--- src/rtl/mem_pkg.sv ---
// Shared definitions for the memory access sequencer: MIPS load/store opcodes,
// RAM OP mapping, access-size decode and FSM state encoding.
package mem_pkg;

    localparam logic [5:0] OP_LW  = 6'b100011;
    localparam logic [5:0] OP_LH  = 6'b100001;
    localparam logic [5:0] OP_LHU = 6'b100101;
    localparam logic [5:0] OP_LB  = 6'b100000;
    localparam logic [5:0] OP_LBU = 6'b100100;
    localparam logic [5:0] OP_SW  = 6'b101011;
    localparam logic [5:0] OP_SH  = 6'b101001;
    localparam logic [5:0] OP_SB  = 6'b101000;

    localparam int MEM_BYTES_DEF      = 512;
    localparam int TIMEOUT_CYCLES_DEF = 16;

    typedef enum logic [2:0] {
        S_IDLE  = 3'd0,
        S_CHECK = 3'd1,
        S_WAIT  = 3'd2,
        S_FIN   = 3'd3,
        S_ERR   = 3'd4
    } state_t;

    // The RAM only understands the signed load encodings; unsigned loads are
    // fixed up afterwards by the load extender.
    function automatic logic [5:0] map_mem_op(input logic [5:0] op);
        case (op)
            OP_LHU:  return OP_LH;
            OP_LBU:  return OP_LB;
            default: return op;
        endcase
    endfunction

    // Access size in bytes; 0 marks an opcode outside the load/store table.
    function automatic logic [2:0] op_size(input logic [5:0] op);
        case (op)
            OP_LW, OP_SW:         return 3'd4;
            OP_LH, OP_LHU, OP_SH: return 3'd2;
            OP_LB, OP_LBU, OP_SB: return 3'd1;
            default:              return 3'd0;
        endcase
    endfunction

    function automatic logic op_is_load(input logic [5:0] op);
        return (op == OP_LW) || (op == OP_LH) || (op == OP_LHU) ||
               (op == OP_LB) || (op == OP_LBU);
    endfunction

endpackage

--- src/rtl/mem_access_sequencer_load_extender.sv ---
// Combinational load-data extension: sign- or zero-extends the low byte/half of
// the raw RAM word according to the original (unmapped) load opcode.
module load_extender
    import mem_pkg::*;
(
    input  logic [5:0]  i_opcode,
    input  logic [31:0] i_raw,
    output logic [31:0] o_ext
);

    always_comb begin
        o_ext = i_raw;
        case (i_opcode)
            OP_LB:   o_ext = {{24{i_raw[7]}}, i_raw[7:0]};
            OP_LBU:  o_ext = {24'h000000, i_raw[7:0]};
            OP_LH:   o_ext = {{16{i_raw[15]}}, i_raw[15:0]};
            OP_LHU:  o_ext = {16'h0000, i_raw[15:0]};
            default: o_ext = i_raw;
        endcase
    end

endmodule

--- src/rtl/mem_access_sequencer.sv ---
// Load/store sequencer between the control unit and ram512x8: validates the
// request, runs the MOV/MOC handshake and returns extended load data.
// Optional WAIT-state abort is enabled by defining MEM_TIMEOUT_EN.
module mem_access_sequencer
    import mem_pkg::*;
#(
    parameter int MEM_BYTES = MEM_BYTES_DEF
`ifdef MEM_TIMEOUT_EN
    ,
    parameter int TIMEOUT_CYCLES = TIMEOUT_CYCLES_DEF
`endif
)
(
    input  logic        Clk,
    input  logic        Clr,
    input  logic        req,
    input  logic        rw,
    input  logic [5:0]  opcode,
    input  logic [31:0] addr,
    input  logic [31:0] wdata,
    output logic        busy,
    output logic        done,
    output logic [31:0] rdata,
    output logic        align_err,
    output logic        timeout_err,
    output logic        mem_mov,
    output logic        mem_rw,
    output logic [31:0] mem_addr,
    output logic [31:0] mem_wdata,
    output logic [5:0]  mem_op,
    input  logic        mem_moc,
    input  logic [31:0] mem_rdata,
    output logic [2:0]  o_dbg_state
);

    state_t      r_state;
    logic        r_rw;
    logic [5:0]  r_opcode;
    logic [31:0] r_addr;
    logic [31:0] r_wdata;
    logic        r_first;
    logic        r_busy;
    logic        r_done;
    logic        r_align_err;
    logic        r_mov;
    logic        r_mem_rw;
    logic [31:0] r_mem_addr;
    logic [31:0] r_mem_wdata;
    logic [5:0]  r_mem_op;
    logic [31:0] r_rdata;

    logic [2:0]  w_size;
    logic        w_is_load;
    logic [32:0] w_last;
    logic        w_bad;
    logic [31:0] w_ext;

`ifdef MEM_TIMEOUT_EN
    localparam int CW = $clog2(TIMEOUT_CYCLES + 1);
    logic [CW-1:0] r_cnt;
    logic          r_timeout_err;
`endif

    // Last byte touched is computed one bit wider so addresses near 2^32 cannot wrap into range.
    always_comb begin
        w_size    = op_size(r_opcode);
        w_is_load = op_is_load(r_opcode);
        w_last    = {1'b0, r_addr} + {30'b0, w_size} - 33'd1;
        w_bad     = (w_size == 3'd0) ||
                    (w_is_load != r_rw) ||
                    ((w_size == 3'd4) && (r_addr[1:0] != 2'b00)) ||
                    ((w_size == 3'd2) && r_addr[0]) ||
                    (w_last >= 33'(MEM_BYTES));
    end

    load_extender u_load_extender (
        .i_opcode (r_opcode),
        .i_raw    (mem_rdata),
        .o_ext    (w_ext)
    );

    // RAM handshake: mem_mov is the request, held with stable mem_addr/wdata/op
    // until a qualified mem_moc; MOC in the first WAIT cycle is left over from
    // the previous access and is never trusted.
    always_ff @(posedge Clk) begin
        if (Clr) begin
            r_state       <= S_IDLE;
            r_rw          <= 1'b0;
            r_opcode      <= 6'd0;
            r_addr        <= 32'd0;
            r_wdata       <= 32'd0;
            r_first       <= 1'b0;
            r_busy        <= 1'b0;
            r_done        <= 1'b0;
            r_align_err   <= 1'b0;
            r_mov         <= 1'b0;
            r_mem_rw      <= 1'b0;
            r_mem_addr    <= 32'd0;
            r_mem_wdata   <= 32'd0;
            r_mem_op      <= 6'd0;
            r_rdata       <= 32'd0;
`ifdef MEM_TIMEOUT_EN
            r_cnt         <= '0;
            r_timeout_err <= 1'b0;
`endif
        end else begin
            r_done      <= 1'b0;
            r_align_err <= 1'b0;
`ifdef MEM_TIMEOUT_EN
            r_timeout_err <= 1'b0;
`endif
            case (r_state)
                S_IDLE: begin
                    if (req) begin
                        r_rw     <= rw;
                        r_opcode <= opcode;
                        r_addr   <= addr;
                        r_wdata  <= wdata;
                        r_busy   <= 1'b1;
                        r_state  <= S_CHECK;
                    end
                end
                S_CHECK: begin
                    if (w_bad) begin
                        r_done      <= 1'b1;
                        r_align_err <= 1'b1;
                        r_state     <= S_ERR;
                    end else begin
                        r_mem_rw    <= r_rw;
                        r_mem_addr  <= r_addr;
                        r_mem_wdata <= r_wdata;
                        r_mem_op    <= map_mem_op(r_opcode);
                        r_mov       <= 1'b1;
                        r_first     <= 1'b1;
`ifdef MEM_TIMEOUT_EN
                        r_cnt       <= '0;
`endif
                        r_state     <= S_WAIT;
                    end
                end
                S_WAIT: begin
                    r_first <= 1'b0;
                    if (!r_first && mem_moc) begin
                        if (r_rw) begin
                            r_rdata <= w_ext;
                        end
                        r_mov   <= 1'b0;
                        r_done  <= 1'b1;
                        r_state <= S_FIN;
                    end
`ifdef MEM_TIMEOUT_EN
                    else if (r_cnt == CW'(TIMEOUT_CYCLES - 1)) begin
                        r_mov         <= 1'b0;
                        r_done        <= 1'b1;
                        r_timeout_err <= 1'b1;
                        r_state       <= S_FIN;
                    end else begin
                        r_cnt <= r_cnt + 1'b1;
                    end
`endif
                end
                S_FIN, S_ERR: begin
                    r_busy  <= 1'b0;
                    r_state <= S_IDLE;
                end
                default: begin
                    r_busy  <= 1'b0;
                    r_mov   <= 1'b0;
                    r_state <= S_IDLE;
                end
            endcase
        end
    end

    assign busy        = r_busy;
    assign done        = r_done;
    assign rdata       = r_rdata;
    assign align_err   = r_align_err;
    assign mem_mov     = r_mov;
    assign mem_rw      = r_mem_rw;
    assign mem_addr    = r_mem_addr;
    assign mem_wdata   = r_mem_wdata;
    assign mem_op      = r_mem_op;
    assign o_dbg_state = r_state;

`ifdef MEM_TIMEOUT_EN
    assign timeout_err = r_timeout_err;
`else
    assign timeout_err = 1'b0;
`endif

endmodule

--- config.mk ---
export PLATFORM = sky130hd
export DESIGN_NAME = mem_access_sequencer
export DESIGN_NICKNAME = d
export VERILOG_FILES = /design/src/rtl/mem_pkg.sv /design/src/rtl/mem_access_sequencer_load_extender.sv /design/src/rtl/mem_access_sequencer.sv
export SDC_FILE = /design/constraint.sdc
export NUM_CORES = 1
export LEC_CHECK = 0
export CORE_MARGIN = 2
export CORE_UTILIZATION = 51
export DETAILED_ROUTE_END_ITERATION = 10
export PLACE_DENSITY = 0.86
export RECOVER_POWER = 100
export SLEW_MARGIN = 20
export SYNTH_ARGS = -nofsm -noshare
export SYNTH_HDL_FRONTEND = slang
export SYNTH_SLANG_ARGS = --single-unit
--- constraint.sdc ---
create_clock -name Clk -period 5.35 [get_ports Clk]
set_clock_uncertainty 0.05 [all_clocks]
set_input_delay 0.8025 -clock Clk [delete_from_list [all_inputs] [get_ports Clk]]
set_output_delay 0.8025 -clock Clk [all_outputs]
set_load 0.02 [all_outputs]
# Yosys cells after proc, flatten, opt, wreduce, memory -nomap -nowiden
# Index checks and enable logic that the tools add are counted.
# word_totals
regBits,182
input_bits,107
output_inout_bits,111
elab_cells,85
# classes
n_addsub,2
n_lt_le_gt_ge,1
n_eq_ne,18
n_mux,16
n_bitwise,4
n_reduce_logical,29
# op_table
operator,count
$pmux W32 S4,1
$eq A6 B6 Y1 const B,8
$add A32 B3 Y33,1
$ge A33 B10 Y1 const B,1
$sub A33 B1 Y33 const B,1
$pmux W3 S3,2
$pmux W6 S2,1
$reduce_and A2 Y1,5
$eq A3 B2 Y1 const B,3
$mux W3,3
$reduce_or A3 Y1,3
$logic_or A1 B1 Y1,8
$eq A3 B3 Y1 const B,2
$logic_not A3 Y1,2
$ne A2 B2 Y1 const B,3
$pmux W1 S2,3
$reduce_and A3 Y1,2
$reduce_or A2 Y1,3
$mux W1,5
$not A1 Y1,4
$reduce_bool A2 Y1,2
$eq A3 B1 Y1 const B,1
$logic_and A1 B1 Y1,3
$pmux W1 S3,1
other kinds (2),2

# Longest topological paths before layout
# logic_depth
depth_word,12
mapped_depth,18
mapped_depth_nobuf,16

# Cells and area by module
# Synthesis repeated with hierarchy kept, for this count alone.
# hier_totals
hier_cells,1220
area_unflattened_um2,9427.8
# modules_own_cells
module,n_inst,cells_each,area_each_um2,seq_area_each_um2
mem_access_sequencer,1,1169,9090.0,3643.5
load_extender,1,51,337.8,0.0

# Worst setup path after synthesis
# OpenSTA, ideal clock, no wires.
# synth_path
kind,register to register
from,register r_opcode[5]
to,register r_mem_addr[0] (netlist: mem_addr[0])
arrival_ps,3813
required_ps,5228
path_slack_ps,1415
path_stages_with_launch,19
path_buffers,2
synth_period_minus_slack_ps,3935
path_cell_list,dfxtp_1 > nor3b_2 > nand3_1 > ha_1 > inv_1 > ha_1 > inv_1 > fa_1 > nor2b_4 > o2111ai_2 > a211oi_2 > o21ai_2 > a2111oi_4 > o21ai_1 > a2111oi_2 > and4_4 > buf_12 > buf_12 > mux2i_1
# synth_between
elab_chain_cells,12
elab_cells_between_ends,31
# synth_lines
item,line_no,text
"start, declared",mem_access_sequencer.sv:38,logic [5:0] r_opcode;
"start signal, assigned",mem_access_sequencer.sv:116,r_opcode <= opcode;
"parallel branches: the longest is 9 deep, another holds $add A32 B3 Y33",n/a,
$logic_or A1 B1 Y1 (*),mem_access_sequencer.sv:72,((w_size == 3'd2) && r_addr[0]) ||
$not A1 Y1 (no line) (*),n/a,
$reduce_and A2 Y1 (no line) (*),n/a,
"end signal, assigned",mem_access_sequencer.sv:130,r_mem_addr <= r_addr;
"end, declared",mem_access_sequencer.sv:47,logic [31:0] r_mem_addr;
# Every way passes the cells marked *.
# A chain may end at the register's enable or synchronous reset.

# Worst setup path in the final report
# layout_path
from,register r_opcode[5]
to,register r_mem_addr[5] (netlist: mem_addr[5])
# The elaborated chain is that of the path after synthesis.

==> reports/qor.csv <==
metric;value;unit
ys_warn_count;0;
synthFlopType;dfxtp_1;
ir_drop;0.222;mV
hpwl;18400;um
max_slew_margin;-0.256;
violations;design-rule violations, max-capacitance violations, max-slew violations;
wirelength;25400;um
grt_max_degree;108;
grt_antenna_before_repair;0;
r2r_cells;17;
crit_path_start_kind;flop;
synth_fp_nets;1312;
pwr-share-clk;0.370;
initial_core_util;0.522;
synthToLayoutAreaGrowth;26.2;%
power_switching;1.07;mW
core-area;0.0181;sq mm
die_area;0.0196;sq mm
yosys.area.top_type_share;0.386;
dpl-instance-area;0.0113;sq mm
cp.required;5.65;ns
first_pass_iters;8;
cts_made_buffers;17;
final_area;0.0119;sq mm
synthesis.instances;1170;
worstHoldPathCells;2;
dp.cells;1546;
crit_fanout;25;
setup_violations;0;
root_buffer;clkbuf_16;
syn_area_per_cell;8.07;sq um
port_buffers;216;
nets;1478;
grtUsageTotal;0.256;
swShare;0.316;
leakagePower;4.80;nW
critPathKind;reg -> reg;
ioPinCount;218;
worstSetupEndpointType;flop;
worst_ep_arrival_time;5.21;ns
grt.overflow.total;0;
hold_viol;0;
synth-edff-count;0;
clkLatencyLatePin;0.43;ns
synthTopCellsByArea;dfxtp_1, nand2_1, mux2i_1, a21oi_1, ha_1;
netlist_area;0.00944;sq mm
run_status;finished, violations left;
p_per_area;285;mW/mm^2
final_cells;1578;
rsz0062_at_grt;false;
pwr-share-comb;0.210;
wl_per_cell;16.1;um
reg2reg_from;r_opcode[5];
ys_seq_area_frac;0.386;
drc;4;
die_w;140;um
worstMarginPinSlew;1.88;ns
hp-start;rdata[1];
grt_pass1_wl;41100;um
drive_gt1_frac;0.0511;
die_h;140;um
seqPwrFrac;0.420;
htree_num_levels;4;
cts_hold_buf;0;
min_to;rdata[1];
drt_iter0_markers;465;
synth.distinct_cells;80;
diodes;0;
first_global_vias;8502;
vias;8714;
min_period;4.92;ns
async_flop_share;0;
r2r_slack;0.43;ns
clk_pin_slew;0.08;ns
fmax;0.203;GHz
cap_viol_max_count;1;
period_share;0.919;
final.setup.tns;0;ns
final_util;0.659;
slew_violations;46;
cell_internal_pwr;2.32;mW
viasPerCell;5.52;
post_cts_resized;0;
clock_sinks;182;
hold_path.class;reg -> reg;
r2r_end;mem_addr[5];
cts_tree;built;
postCtsSetupRepairBufs;0;
yosys_register_bits;182;
cts.path.max_buffers;2;
power;3.39;mW
ant_nets;0;
fp-row-count;49;
yosys.area.top_type;dfxtp_1;
gp_congestion;0.932;
-- cells in the final DEF, fill, tap and decap left out, drive strengths merged, types with 19 or more instances in the layout --
cell type      instances
clkdlybuf4s50        103
o21ai                 58
ha                    34
clkbuf                19
a21oi                143
mux2i                 72
nand2                329
inv                   61
nor2                  56
dfxtp                182
dlygate4sd3          112
-- metrics by stage --
stage / hold WS (ns) / setup WS (ns)
global route: 0.425 / 0.140
detailed placement: 0.397 / 0.602
CTS: 0.408 / 0.568
finish: 0.404 / 0.434
global placement: 0.384 / 0.787
floorplan: 0.387 / 1.42
-- metal layers --
layer / share of wire / wire length, um / vias up / track usage
li1: - / - / 4292 / -
met1: 0.42 / 10800 / 4127 / 0.307
met2: 0.49 / 12400 / 255 / 0.448
met3: 0.066 / 1660 / 40 / 0.0684
met4: 0.021 / 536 / 0 / 0.0856
met5: 0 / 0 / - / 0
-- area by class of cell --
cell class | instances | area (sq um)
sequential | 182 | 3640
clock inverter | 15 | 175
tap | 229 | 287
clock buffer | 17 | 425
inverter | 54 | 205
timing repair buffer | 222 | 2220
fill | 1474 | 6180
multi-input combinational | 859 | 4950
-- flip-flops by register name, summed over array words and instances (netlist names) --
| signal | count |
|---|---|
| align_err | 1 |
| mem_op | 6 |
| mem_mov | 1 |
| mem_rw | 1 |
| rdata | 32 |
| r_wdata | 32 |
| done | 1 |
| mem_wdata | 32 |
| busy | 1 |
| r_opcode | 6 |
| r_addr | 32 |
| r_rw | 1 |
| mem_addr | 32 |
| o_dbg_state | 3 |
| r_first | 1 |
-- synth_stat cells, types with 5 or more instances --
master    instances
nand3_1          12
inv_1            54
buf_12            8
nand2_1         329
nand2b_1          8
and2_1            6
a21oi_1         136
o21ai_0          53
mux2i_1          72
nor2_1           56
a21o_1            8
buf_6             8
dfxtp_1         182
xnor2_1           6
a21oi_2           7
nor3_1           10
clkbuf_1         36
nand4_1          13
o211ai_1          5
clkbuf_8         12
ha_1             34
xor2_1            6
-- cell families after synthesis --
logic type / Yosys count / share of synthesized area
AND/OR/NAND/NOR: 469 / 0.213
AO/OA/AOI/OAI: 270 / 0.178
flip-flops: 182 / 0.386
buffers and inverters: 129 / 0.0878
multiplexers: 72 / 0.0764
adder cells (fa/ha/maj): 35 / 0.0472
XOR/XNOR: 12 / 0.0111
other: 1 / 0.000397
-- power groups by stage --
stage | registers (mW) | logic, mW | clock network [mW]
6_report | 1.42 | 0.714 | 1.25
5_1_grt | 1.43 | 0.787 | 1.33
4_1_cts | 1.42 | 0.709 | 1.28
3_5_place_dp | 1.45 | 0.705 | 0
3_3_place_gp | 1.45 | 0.700 | 0
2_1_floorplan | 1.45 | 0.527 | 0
-- worst max-delay path by stage --
stage	endpoint	slack, ns	startpoint	depth (start not counted)
after floorplan	mem_addr[0]	1.42	r_opcode[5]	18
after global placement	mem_wdata[26]	0.79	r_opcode[5]	17
after detailed placement	mem_wdata[17]	0.60	r_opcode[5]	17
after CTS	mem_addr[5]	0.57	r_opcode[5]	17
after global routing	mem_addr[2]	0.14	r_opcode[5]	17
final	mem_addr[5]	0.43	r_opcode[5]	17
-- worst max-delay path, stage by stage, from the launching register on --
cell	delay (ns)
dfxtp_1	0.38
nor3b_2	0.29
nand3_1	0.12
ha_1	0.29
inv_1	0.06
ha_1	0.20
inv_1	0.07
fa_1	0.42
nor2b_1	0.24
o2111ai_1	0.22
a211oi_2	0.35
o21ai_2	0.16
a2111oi_4	0.32
o21ai_1	0.11
a2111oi_2	0.38
and4_4	0.64
buf_12	0.27
mux2i_1	0.24
No activity file was read; power rests on OpenSTA's default activity.
